### config.mk
export PLATFORM = sky130hd
export DESIGN_NAME = serial_pattern_gen
export DESIGN_NICKNAME = d
export VERILOG_FILES = /design/src/rtl/serial_pattern_gen.sv
export SDC_FILE = /design/constraint.sdc
export NUM_CORES = 1
export LEC_CHECK = 0
export BUFFER_PORTS_ARGS = -buffer_cell sky130_fd_sc_hd__buf_4
export CORE_MARGIN = 8
export CORE_UTILIZATION = 30
export DETAILED_ROUTE_END_ITERATION = 8
export PLACE_DENSITY = 0.53
export SKIP_LAST_GASP = 1
export SLEW_MARGIN = 25
export SYNTH_ARGS = -nofsm -noshare
export SYNTH_HDL_FRONTEND = slang
export SYNTH_SLANG_ARGS = --single-unit
export TNS_END_PERCENT = 1
### constraint.sdc
create_clock -name CLK -period 4.24 [get_ports CLK]
set_input_delay 0.424 -clock CLK [delete_from_list [all_inputs] [get_ports CLK]]
set_output_delay 0.424 -clock CLK [all_outputs]
set_load 0.05 [all_outputs]
### src/rtl/serial_pattern_gen.sv
// serial_pattern_gen: MSB-first parallel-to-serial shifter with per-word length, back-to-back capable.
module serial_pattern_gen #(
    parameter int   WIDTH      = 8,
    parameter logic IDLE_LEVEL = 1'b0
) (
    input  logic                     CLK,
    input  logic                     RST,
    input  logic [WIDTH-1:0]         DIN,
    input  logic [$clog2(WIDTH):0]   LEN,
    input  logic                     VALID,
    output logic                     READY,
    output logic                     X,
    output logic                     BUSY,
    output logic                     DONE
);
    localparam int CW = $clog2(WIDTH) + 1;
    typedef enum logic {IDLE, SHIFT} state_t;
    state_t state, state_n;
    logic [WIDTH-1:0] sh;
    logic [CW-1:0] cnt, eff_len;
    logic last, transfer;
    always_comb begin
        last = state == SHIFT && cnt == CW'(1);
        READY = state == IDLE || last;
        transfer = VALID && READY;
        eff_len = (LEN == '0 || LEN > CW'(WIDTH)) ? CW'(WIDTH) : LEN;
        state_n = transfer ? SHIFT : (last ? IDLE : state);
        BUSY = state == SHIFT;
        DONE = last;
    end
    // cnt holds the bits still to send including the one on X; it stops at 1 and never wraps
    always_ff @(posedge CLK) begin
        if (RST) begin
            state <= IDLE;
            sh <= '0;
            cnt <= '0;
            X <= IDLE_LEVEL;
        end else begin
            state <= state_n;
            if (transfer) begin
                X <= DIN[WIDTH-1];
                sh <= DIN << 1;
                cnt <= eff_len;
            end else if (last) begin
                X <= IDLE_LEVEL;
                cnt <= '0;
            end else if (state == SHIFT) begin
                X <= sh[WIDTH-1];
                sh <= sh << 1;
                cnt <= cnt - CW'(1);
            end
        end
    end
endmodule

Word-level counts from Yosys, hierarchy flattened
Cells that the tools add are included.
{"block": "word_totals", "romBits": 0, "ramBits": 0, "ff_bits": 13, "latch_bits": 0, "memories": 0, "output_inout_bits": 4, "in_bits": 15}
{"block": "op_classes", "n_mul": 0, "order_cmp": 1, "div": 0, "shift": 0, "bitwise": 1, "n_reduce_logical": 9, "addsub": 1, "eq_ne": 2, "mux": 12}
{"op": "$mux 8", "count": 3}
{"op": "$mux 4", "count": 4}
{"op": "$mux 1", "count": 5}
{"op": "$eq 4x1->1 const B", "count": 1}
{"op": "$gt 4x4->1 const B", "count": 1}
{"op": "$logic_not 4->1", "count": 1}
{"op": "$reduce_bool 2->1", "count": 2}
{"op": "$sub 4x1->4 const B", "count": 1}
{"op": "$reduce_bool 3->1", "count": 1}
{"op": "$logic_and 1x1->1", "count": 2}
{"op": "$logic_or 1x1->1", "count": 2}
{"op": "$ne 2x1->1 const B", "count": 1}
{"op": "$reduce_and 2->1", "count": 1}
{"op": "$not 1->1", "count": 1}

Depth between registers and ports, before layout
Gate-level depths: netlist of run 1.
{"block": "depth", "word_depth": 6, "mapped_depth": 9}

Least setup slack after synthesis of run 1
OpenSTA, ideal clock, no wires.
{"block": "synth_timing", "path_type": "reg-to-output", "from": "reg state (netlist: BUSY)", "to": "out DONE", "arrival_time_ns": 1.259, "stages_incl_launch_ff": 3, "path_slack_ns": 2.557, "n_path_buf": 1, "cell_sequence": "dfxtp_1 > clkbuf_1 > and2_2"}
{"block": "synth_via", "elab_chain_cells": 1}
{"item": "start, declared", "line": "18", "text": "state_t state, state_n;"}
{"item": "start signal, assigned", "line": "39", "text": "state <= state_n;"}
{"item": "$logic_and 1x1->1", "line": "23", "text": "last = state == SHIFT && cnt == CW'(1);"}
{"item": "end, declared", "line": "14", "text": "output logic DONE"}
Every way passes these cells.

Final worst setup path of run 1
{"block": "layout_timing", "from": "reg cnt[1]", "to": "out READY"}
{"block": "layout_via", "elab_chain_cells": 3}
{"item": "start, declared", "line": "20", "text": "logic [CW-1:0] cnt, eff_len;"}
{"item": "start signal, assigned", "line": "43", "text": "cnt <= eff_len;"}
{"item": "start signal, assigned", "line": "50", "text": "cnt <= cnt - CW'(1);"}
{"item": "$eq 4x1->1", "line": "23"}
{"item": "$logic_and 1x1->1", "line": "23"}
{"item": "$logic_or 1x1->1", "line": "24", "text": "READY = state == IDLE || last;"}
{"item": "end, declared", "line": "11", "text": "output logic READY,"}
Every way passes these cells.

==> impl_metrics.env, run 1 <==
export IMPL_num_rows=17
export IMPL_hp_class="in2reg"
export IMPL_cts_resized=0
export IMPL_synth_cell_type_count=31
export IMPL_tritoncts="yes"
export IMPL_setup_tns_ps=0
export IMPL_slew_headroom_pct=66.20
export IMPL_clockRootBuffer="clkbuf_4"
export IMPL_die_height_um=64.84
export IMPL_cp_data_required_time_ps=3820
export IMPL_cts_setup_buffers=0
export IMPL_final_common_cell="buf_4"
export IMPL_clockBufferDepth=2
export IMPL_r2r_start="cnt[1]"
export IMPL_holdBufCountCts=0
export IMPL_cts_max_level=1
export IMPL_antenna_found_initial=0
export IMPL_r2r_slack_ps=2440
export IMPL_skew_ps=2.250
export IMPL_syn_area_um2=715.7
export IMPL_synth_seq_cells=13
export IMPL_cp_end_kind="output port"
export IMPL_clk_pin_slew_worst_paths_ps=80
export IMPL_hp_start="LEN[0]"
export IMPL_hold_path_endpoint="cnt[0]"
export IMPL_grt_pass1_wl_mm=2.615
export IMPL_avgRoutedWirePerCell_um=13.03
export IMPL_synth_area_leaders="dfxtp_1, mux2i_1, a211oi_1"
export IMPL_drive_gt1_share_pct=34.44
export IMPL_p_per_area_nw_per_um2=344.3
export IMPL_synth_edf_count=0
export IMPL_dr_pass1_iters=3
export IMPL_critPathMaxFanout=15
export IMPL_clkSinkCount=13
export IMPL_core_area_um2=2233
export IMPL_peakVddDrop_mv=0.1235
export IMPL_die_w_um=64.84
export IMPL_synth_top_area_share_pct=36.36
export IMPL_path_class="reg2out"
export IMPL_grt_total_usage_pct=7.676
export IMPL_finalNonFillerCells=118
export IMPL_synth_nets=90
export IMPL_synth_top_area_cell="dfxtp_1"
export IMPL_crit_family="simple AND/OR/NAND/NOR gates"
export IMPL_rr_worst_depth=6
export IMPL_io_pins=19
export IMPL_initial_utilization_pct=32.04
export IMPL_power_leakage_nw=0.3650
export IMPL_io_buffer_count=18
export IMPL_slowest_stage="nor2b_2"
export IMPL_dp_cells=114
export IMPL_gr_total_overflow=0
export IMPL_r2r_end="cnt[1]"
export IMPL_worst_pin_slew_ps=504.8
export IMPL_setup_viol=0
export IMPL_synth_cells=73
export IMPL_setup_worst_path_start="cnt[1]"
export IMPL_cts_made_buffers=3
export IMPL_grt_pass1_vias=606
export IMPL_n_antenna_cell=0
export IMPL_hold_depth=3
export IMPL_synth_seq_area_share_pct=36.36
export IMPL_status="complete, no violations"
export IMPL_via_count=597
export IMPL_gp_congestion=0.7601
export IMPL_layout_nets=108
export IMPL_crit_arrival_ps=1830
export IMPL_drt_iter0_drc=13
export IMPL_slew_viol_final=0
export IMPL_drcViolationCount=0
export IMPL_async_flop_share_pct=0
export IMPL_ant_nets=0
export IMPL_slowest_delay_ps=430
export IMPL_dp_hpwl_mm=1.137
export IMPL_num_fill_cells=252
export IMPL_startpoint_type="flip-flop"
export IMPL_drt_wl_total_mm=1.537
export IMPL_hold_viol=0
export IMPL_dieArea_um2=4204
export IMPL_yosysWarnings=0
export IMPL_syn_area_per_cell_um2=9.804
export IMPL_clk_insertion_delay_late_ps=270
export IMPL_fin_crit_ps=2254
export IMPL_final_cell_mix="buf_4, dfxtp_1, nor2_1"
export IMPL_cp_buffers_inverters=3
export IMPL_viasPerCell=5.059
export IMPL_synth_flop_cell="dfxtp_1"
export IMPL_fmax_ghz=0.4436
export IMPL_rsz0062_at_grt="no"
export IMPL_maxCapViolCount=0
export IMPL_grt_max_degree=16
export IMPL_syn2layout_area_growth_pct=21.33
export IMPL_whs_ps=420.8
export IMPL_crit_chain="inv_1 > ha_1 > nor3b_2 > nor2b_2 > inv_8 > buf_4"
export IMPL_fin_crit_sh_pct=53.17
export IMPL_finalPower_mw=0.2990
metrics by stage:
stage          setup WS (ps)  cell area (µm²)  utilization, %
2_1_floorplan           2557            715.7               -
3_3_place_gp            2317            842.1           37.70
3_5_place_dp            2295            842.1           37.70
4_1_cts                 1974            868.3           38.88
5_1_grt                 1813            868.3           38.88
6_report                1986            868.3           38.88
per-layer routing:
layer	vias up	GRT usage [%]	wire length [µm]
met5	-	0	0
met4	0	4.905	10
met3	2	3.265	112
met2	13	11.93	694
met1	281	8.440	719
li1	301	-	-
worst min-delay path: stages:
cell	delay, ps
buf_4	120
nand3_1	60
a21oi_1	50
state kept, by name (all words and copies together), names as in the netlist:
signal and cells:
BUSY 1, sh 7, cnt 4, X 1
synth_stat cells, types with 2 or more instances:
master,instances
ha_1,2
a211oi_2,2
or3_1,2
a221oi_1,2
dfxtp_1,13
mux2i_1,8
inv_1,3
clkbuf_1,2
nor3_1,3
a211oi_1,7
nor2_1,9
worst max-delay path by stage:
stage,slack [ps],to,cells past startpoint
2_1_floorplan,2560,DONE,2
3_3_place_gp,2320,READY,6
3_5_place_dp,2290,READY,6
4_1_cts,1970,READY,6
5_1_grt,1810,READY,6
6_report,1990,READY,6
logic make-up (layout without fill, tap and decap cells):
group           count (synthesis)  in the layout  synth area share (%)
buf+inv                         9             26                 9.265
compound gates                 16             16                 18.88
fa+ha+maj                       2              2                 3.496
flops                          13             13                 36.36
mux                             8              8                 11.19
simple gates                   25             25                 20.80
area by class of cell:
type	count	area (µm²)	area share (%)
well taps	28	35.03	4.035
multi-input cells	51	389.1	44.81
clock buffers	4	26.28	3.026
flip-flops and latches	13	260.3	29.97
inverters	4	22.52	2.594
repair buffers	18	135.1	15.56
power by group:
| part | switching (mW) | leakage, nW | internal [mW] |
|---|---|---|---|
| Combinational | 0.0428 | 0.242 | 0.0351 |
| Sequential | 0.0101 | 0.108 | 0.134 |
| Clock | 0.0404 | 0.0150 | 0.0364 |
Power figures use the tool's default switching activity.
==> run 2, diff against run 1 <==
- ABC_AREA: unset -> 1
- PLACE_DENSITY: 0.53 -> 0.55
- clock period: 4.24 -> 2.02 ns (I/O delays scaled with it)
==> run 2 against run 1 <==
  * Synthesized cell count rose by 60%
  * Synthesized area rose by 5.1%
  * Critical path type unchanged
  * Die area rose by 3.8%
  * Largest cell class unchanged
==> impl_metrics.env, run 2 <==
export IMPL_n_antenna_cell=0
export IMPL_avgRoutedWirePerCell_um=10.96
export IMPL_dp_cells=161
export IMPL_setup_worst_path_start="cnt[1]"
export IMPL_hp_class="in2reg"
export IMPL_io_pins=19
export IMPL_drive_gt1_share_pct=19.26
export IMPL_largest_reg_flops=7
export IMPL_dieArea_um2=4365
export IMPL_dp_hpwl_mm=1.338
export IMPL_synth_top_area_share_pct=34.61
export IMPL_hp_start="RST"
export IMPL_yosysWarnings=0
export IMPL_fmax_ghz=0.5777
export IMPL_cp_data_required_time_ps=1820
export IMPL_clkSinkCount=13
export IMPL_cts_setup_buffers=0
export IMPL_grt_use_met1_pct=11.11
export IMPL_finalNonFillerCells=165
export IMPL_async_flop_share_pct=0
export IMPL_initial_utilization_pct=30.92
export IMPL_tritoncts="yes"
export IMPL_cp_end_kind="output port"
export IMPL_setup_tns_ps=0
export IMPL_grtUsageMet2_pct=14.25
export IMPL_slew_viol_final=0
export IMPL_synth_cell_type_count=16
export IMPL_r2r_start="cnt[1]"
export IMPL_syn2layout_area_growth_pct=22.13
export IMPL_busiest_layer="met2"
export IMPL_grt_max_degree=21
export IMPL_synth_nets=134
export IMPL_syn_area_um2=752.0
export IMPL_synth_edf_count=0
export IMPL_post_place_ws_ps=597.4
export IMPL_grt_pass1_wl_mm=3.229
export IMPL_grt_total_usage_pct=9.371
export IMPL_timing_critical_path_mode_cell="nand2_2"
export IMPL_fin_crit_sh_pct=85.70
export IMPL_synthTopCellsByCount="nand3_1, inv_1, nand2_1, dfxtp_1, nor2_1"
export IMPL_die_w_um=66.07
export IMPL_num_fill_cells=278
export IMPL_yosysMostFrequentCell="nand3_1"
export IMPL_clockRootBuffer="clkbuf_4"
export IMPL_startpoint_type="flip-flop"
export IMPL_worst_pin_slew_ps=376.0
export IMPL_path_class="reg2out"
export IMPL_slowest_stage="dfxtp_1"
export IMPL_cts_made_buffers=3
export IMPL_maxCapViolCount=0
export IMPL_hold_viol=0
export IMPL_biggestRegsByFlops="sh (7), cnt (4)"
export IMPL_cts_max_level=1
export IMPL_rsz0062_at_grt="no"
export IMPL_top_register="sh"
export IMPL_slowest_delay_ps=320
export IMPL_setup_ws_ps=288.9
export IMPL_final_cell_mix="nand3_1, inv_1, nand2_1"
export IMPL_cts_resized=0
export IMPL_grt_use_met3_pct=3.220
export IMPL_synth_area_leaders="dfxtp_1, nand3_1, inv_1"
export IMPL_synth_top_area_cell="dfxtp_1"
export IMPL_synth_seq_area_share_pct=34.61
export IMPL_slew_headroom_pct=74.93
export IMPL_skew_ps=8.456
export IMPL_whs_ps=75.98
export IMPL_antenna_found_initial=0
export IMPL_p_per_area_nw_per_um2=685.0
export IMPL_status="complete, no violations"
export IMPL_fin_crit_ps=1731
export IMPL_viasPerCell=4.582
export IMPL_rr_worst_depth=7
export IMPL_clockBufferDepth=2
export IMPL_hold_depth=2
export IMPL_finalPower_mw=0.6291
export IMPL_clk_pin_slew_worst_paths_ps=90
export IMPL_ant_nets=0
export IMPL_num_rows=18
export IMPL_layout_nets=153
export IMPL_power_leakage_nw=0.4922
export IMPL_grt_pass1_vias=771
export IMPL_synth_seq_cells=13
export IMPL_peakVddDrop_mv=0.3978
export IMPL_crit_chain="inv_1 > ha_1 > nand2_2 > nand2_2 > buf_4"
export IMPL_via_count=756
export IMPL_io_buffer_count=18
export IMPL_dr_pass1_iters=5
export IMPL_drt_wl_total_mm=1.809
export IMPL_gr_total_overflow=0
export IMPL_syn_area_per_cell_um2=6.427
export IMPL_setup_viol=0
export IMPL_drt_iter0_drc=24
export IMPL_synth_cells=117
export IMPL_die_height_um=66.07
export IMPL_critPathMaxFanout=20
export IMPL_gp_congestion=0.8533
export IMPL_clk_insertion_delay_late_ps=280
export IMPL_holdBufCountCts=0
export IMPL_crit_arrival_ps=1530
export IMPL_drcViolationCount=0
export IMPL_core_area_um2=2432
export IMPL_final_common_cell="nand3_1"
export IMPL_synth_flop_cell="dfxtp_1"
run 2: kinds of logic (layout without fill, tap and decap cells):
group	Yosys count	in the layout	synth area share, %
AOI/OAI and AO/OA	15	15	10.48
buffers and inverters	27	45	15.97
DFF	13	13	34.61
adders and majority gates	2	2	3.327
and+or+nand+nor	60	60	35.61
run 2: path summary, 6_finish.rpt:
kind	end	slack [ps]
worst min register to register	sh[1]	460
worst max-delay path	READY	290
worst max register to register	X	600
worst min-delay path	sh[1]	80
run 2: area by class of cell:
cell class              count  area [µm²]  area share, %
multi-input cells          77       371.6          40.46
flip-flops and latches     13       260.3          28.34
repair buffers             18       135.1          14.71
inverters                  23       86.33          9.401
well taps                  30       37.54          4.087
clock buffers               3       22.52          2.452
clock inverters             1       5.005         0.5450
run 2: routing by layer:
layer  routed length [µm]  up-vias  share of wire (%)
met3                  131        2                7.2
met5                    0        -                  0
li1                     -      405                  -
met1                  848      329                 47
met4                   34        0                1.9
met2                  796       20                 44
run 2: worst max-delay path: cells and delay by family, from the launching register on:
kind          cells  cell delay, ps
fa+ha+maj         1             220
flops             1             320
buf+inv           2             350
simple gates      2             360
run 2: power breakdown:
group	switching, mW	internal (mW)	leakage [nW]
Combinational	0.105	0.0637	0.367
Clock	0.0936	0.0735	0.0177
Sequential	0.0157	0.278	0.107
Total	0.214	0.415	0.492
run 2: stage by stage:
step	utilization, %	instance area [µm²]
after floorplan	-	752.0
after global placement	36.63	890.9
after detailed placement	36.63	890.9
after CTS	37.76	918.4
after global routing	37.76	918.4
final	37.76	918.4
